<file path="src/rtl/tt_um_logic_op_scheduler.sv">
// tt_um_logic_op_scheduler: command-driven sequencer for an 8-bit AND/OR/XOR/NAND unit
module tt_um_logic_op_scheduler #(
  parameter int DATA_W = 8,
  parameter int CNT_W = 5
) (
  input  logic              clk,
  input  logic              rst_n,
  input  logic              ena,
  input  logic [DATA_W-1:0] ui_in,
  input  logic [7:0]        uio_in,
  output logic [DATA_W-1:0] uo_out,
  output logic [7:0]        uio_out,
  output logic [7:0]        uio_oe
);
  typedef enum logic [1:0] {IDLE, EXEC, DONE} state_t;
  state_t state, state_n;
  logic [DATA_W-1:0] a, b, res, r;
  logic [CNT_W-1:0] cnt;
  logic [1:0] op;
  logic chain, ready, busy, done, acc, abort, run;
  logic unused;
  assign unused = &{1'b0, uio_in[7:3]};
  assign acc = ena && uio_in[0] && (ready || uio_in[2:1] == 2'b11);
  assign abort = acc && uio_in[2:1] == 2'b11;
  assign run = acc && uio_in[2:1] == 2'b10;
  assign r = op == 2'd0 ? a & b : op == 2'd1 ? a | b : op == 2'd2 ? a ^ b : ~(a & b);
  always_ff @(posedge clk or negedge rst_n)
    if (!rst_n) state <= IDLE;
    else state <= state_n;
  always_comb begin
    state_n = !ena ? state : abort ? IDLE :
              state == IDLE ? (run ? EXEC : IDLE) :
              state == EXEC ? (cnt == '0 ? DONE : EXEC) : IDLE;
  end
  always_comb begin
    ready = state == IDLE;
    busy = state == EXEC;
    done = state == DONE;
  end
  always_ff @(posedge clk or negedge rst_n)
    if (!rst_n) begin
      a <= '0;
      b <= '0;
      res <= '0;
      cnt <= '0;
      op <= '0;
      chain <= 1'b0;
    end else if (ena) begin
      if (abort) begin
        a <= '0;
        b <= '0;
        res <= '0;
        cnt <= '0;
      end else if (acc && uio_in[2:1] == 2'b00) a <= ui_in;
      else if (acc && uio_in[2:1] == 2'b01) b <= ui_in;
      else if (run) begin
        op <= ui_in[1:0];
        cnt <= ui_in[CNT_W+1:2];
        chain <= ui_in[7];
      end else if (busy) begin
        res <= r;
        if (chain) a <= r;
        b <= {b[DATA_W-2:0], b[DATA_W-1]};
        if (cnt != '0) cnt <= cnt - 1'b1;
      end
    end
  assign uo_out = res;
  assign uio_out = {res == '0, done, busy, ready, 4'b0000};
  assign uio_oe = 8'hF0;
endmodule

</file>
<file path="config.mk">
export PLATFORM = sky130hd
export DESIGN_NAME = tt_um_logic_op_scheduler
export DESIGN_NICKNAME = d
export VERILOG_FILES = /design/src/rtl/tt_um_logic_op_scheduler.sv
export SDC_FILE = /design/constraint.sdc
export NUM_CORES = 1
export LEC_CHECK = 0
export CAP_MARGIN = 20
export CORE_AREA = 2 2 75 77
export CTS_CLUSTER_SIZE = 10
export DETAILED_ROUTE_END_ITERATION = 8
export DIE_AREA = 0 0 77 79
export PLACE_DENSITY = 0.74
export SYNTH_ARGS = -nofsm -noshare
export SYNTH_HDL_FRONTEND = slang
export SYNTH_SLANG_ARGS = --single-unit
</file>
<file path="constraint.sdc">
create_clock -name clk -period 2.3 [get_ports clk]
set_input_delay 0.46 -clock clk [delete_from_list [all_inputs] [get_ports clk]]
set_output_delay 0.46 -clock clk [all_outputs]
set_load 0.01 [all_outputs]
</file>
==> flow_summary.yaml <==
run_status:
  status: "completed"
hold_path:
  min_from: "uo_out[7]"
  hold_path_class: "reg2reg"
logic_synthesis:
  synth-seq-area-share_pct: 33.0
  postSynthCellCount: 287
  synth_top_cell_by_area: "dfrtp_1"
  synth_top_area_share_pct: 33.0
  async_flop_share_pct: 100
  ys_ff_latch: 34
  ys.flop_type: "dfrtp_1"
  yosys_warnings: 0
  ys_top_cells_by_area: "dfrtp_1 33%, ha_1 8.3%, o21ai_0 4.5%, buf_4 4.4%, a31oi_2 3.9%"
  synth.distinct_cells: 50
  syn-cell-area_um2: 2580
  synth-edff-count: 0
  avgSynthCellArea_um2: 8.98
global_routing:
  grt_pass1_vias: 2133
  grtUsageTotal_pct: 21.0
  grt_overflow: 0
  grt_pass1_wl_um: 10100
  grt_max_degree: 35
  grt_antenna_before_repair: 0
sta:
  worstMarginPinSlew_ps: 732
  setup_viol: 0
  fmax_mhz: 481
  finalMaxSlewViolations: 0
  post-route-period-util_pct: 90.4
  setup_ws_ps: 221
  finalSetupTns_ps: 0
  period_needed_ps: 2080
  whs_ps: 507
  final_hold_viol_count: 0
  slew_headroom_pct: 51.2
  skew_ps: 10.8
  rsz0062_at_grt: "no"
final_layout:
  final_nets: 350
  layout-drive-gt1-share_pct: 14.3
  stdcell_area_um2: 3020
  layout_common_cells: "34 x dfrtp_1, 25 x nand2_1, 24 x clkdlybuf4s50_1"
  diodes: 0
  syn_to_final_growth_pct: 17.1
  layout_commonest_cell: "dfrtp_1"
flow_run:
  cap_violations: 0
drt:
  drt.antenna.violating_nets: 0
  via_per_inst: 5.54
  drc_errors: 0
  drt_wl_total_um: 6020
  drt_iter0_drc: 147
  firstDrtPassIters: 4
  wl_per_cell_um: 15.6
  vias: 2143
floorplan:
  die_h_um: 79
  ios: 43
  initial_utilization_pct: 48.3
  core-area_um2: 5340
  fp.dieW_um: 77
  num_rows: 27
  die_area_um2: 6080
critical_path:
  rr_endpoint: "a[4]"
  reg2reg_depth: 5
  critical_path_peak_fanout: 7
  crit_type: "in2reg"
  cp-startpoint: "ena"
  rr_startpoint: "op[0]"
  crit_arrival_ps: 2300
  critPathLaunchType: "input pin"
  crit_required_ps: 2520
  cp-endpoint: "a[1]"
  end_kind: "register"
  reg2reg_slack_ps: 420
pwr:
  cellPowerDensity_nw_per_um2: 1250
  ir_drop_uv: 542
  total_power_mw: 3.78
  p_leak_nw: 1.40
place:
  hpwl_um: 4460
  place_ws_ps: -88.9
  gp_congestion: 0.849
  placed_cell_area_um2: 2880
  port_buffers: 25
clock_tree:
  cts_tree: "yes"
  cts-root-buf: "clkbuf_8"
  clk_path_buf_depth: 2
  htreeDepth: 2
  cts_made_buffers: 5
  clkTransAtPathRegs_ps: 80
  clkLatencyLatePin_ps: 290
  clock-sinks: 34
==> how the worst min path moves through the flow <==
stage	endpoint	slack [ps]	cells past startpoint
3_5_place_dp	uo_out[7]	500	2
3_3_place_gp	uo_out[5]	480	2
2_1_floorplan	a[0]	160	0
5_1_grt	chain	540	1
4_1_cts	uo_out[7]	520	2
6_report	uo_out[7]	510	2
==> cells in the mapped netlist (all sizes together), types with 5 or more instances <==
cell and instances:
nor2 12, o31ai 5, clkbuf 8, ha 17, nor2b 7, a211oi 8
o211ai 5, mux2i 10, o21ai 25, and3 8, o211a 5, inv 20
a31oi 16, buf 28, a21oi 12, nand2 25, dfrtp 34
==> routing by layer <==
layer / wire length (um) / GRT usage, % / vias up
li1: - / - / 1050
met1: 2730 / 26.3 / 1036
met2: 3000 / 36.1 / 50
met3: 205 / 3.30 / 7
met4: 80 / 8.93 / 0
met5: 0 / 0 / -
==> area by class of cell <==
cell class | count | area [um2]
sequential | 34 | 851
timing repair buffer | 46 | 407
inverter | 20 | 75.1
multi-input combinational | 207 | 1460
clock buffer | 5 | 68.8
fill | 501 | 2320
clock inverter | 3 | 68.8
tap | 72 | 90.1
==> metrics by stage <==
stage | util [%] | std cells
floorplan | - | 297
global placement | 54.0 | 379
detailed placement | 54.0 | 379
CTS | 56.5 | 387
global route | 56.5 | 387
finish | 56.5 | 387
==> worst max-delay path, cell delays in order <==
cell             delay (ps)
clkdlybuf4s50_1         490
buf_4                   200
nor2b_1                 150
a21oi_1                 520
o21ai_0                 270
a31oi_2                 220
==> state kept, by name (all words and copies together), names as in the netlist <==
register	flops
a	8
b	8
uo_out	8
cnt	5
op	2
state	2
chain	1
==> kinds of logic after synthesis <==
group	share of synthesized area [%]
mux	5.63
fa+ha+maj	8.26
simple gates	17.3
compound gates	23.7
flops	33.0
buf+inv	11.9
other cells	0.292
==> power by group <==
group | switching, mW | internal (mW)
combinational | 0.940 | 0.922
sequential | 0.363 | 0.883
clock | 0.241 | 0.434
total | 1.54 | 2.24
==> repair_timing <==
action,in CTS,in global routing
resized for setup,1,0
hold buffers,0,0
setup endpoints to repair,1,0
buffers inserted,0,0
No activity file was read; power rests on OpenSTA's default activity.
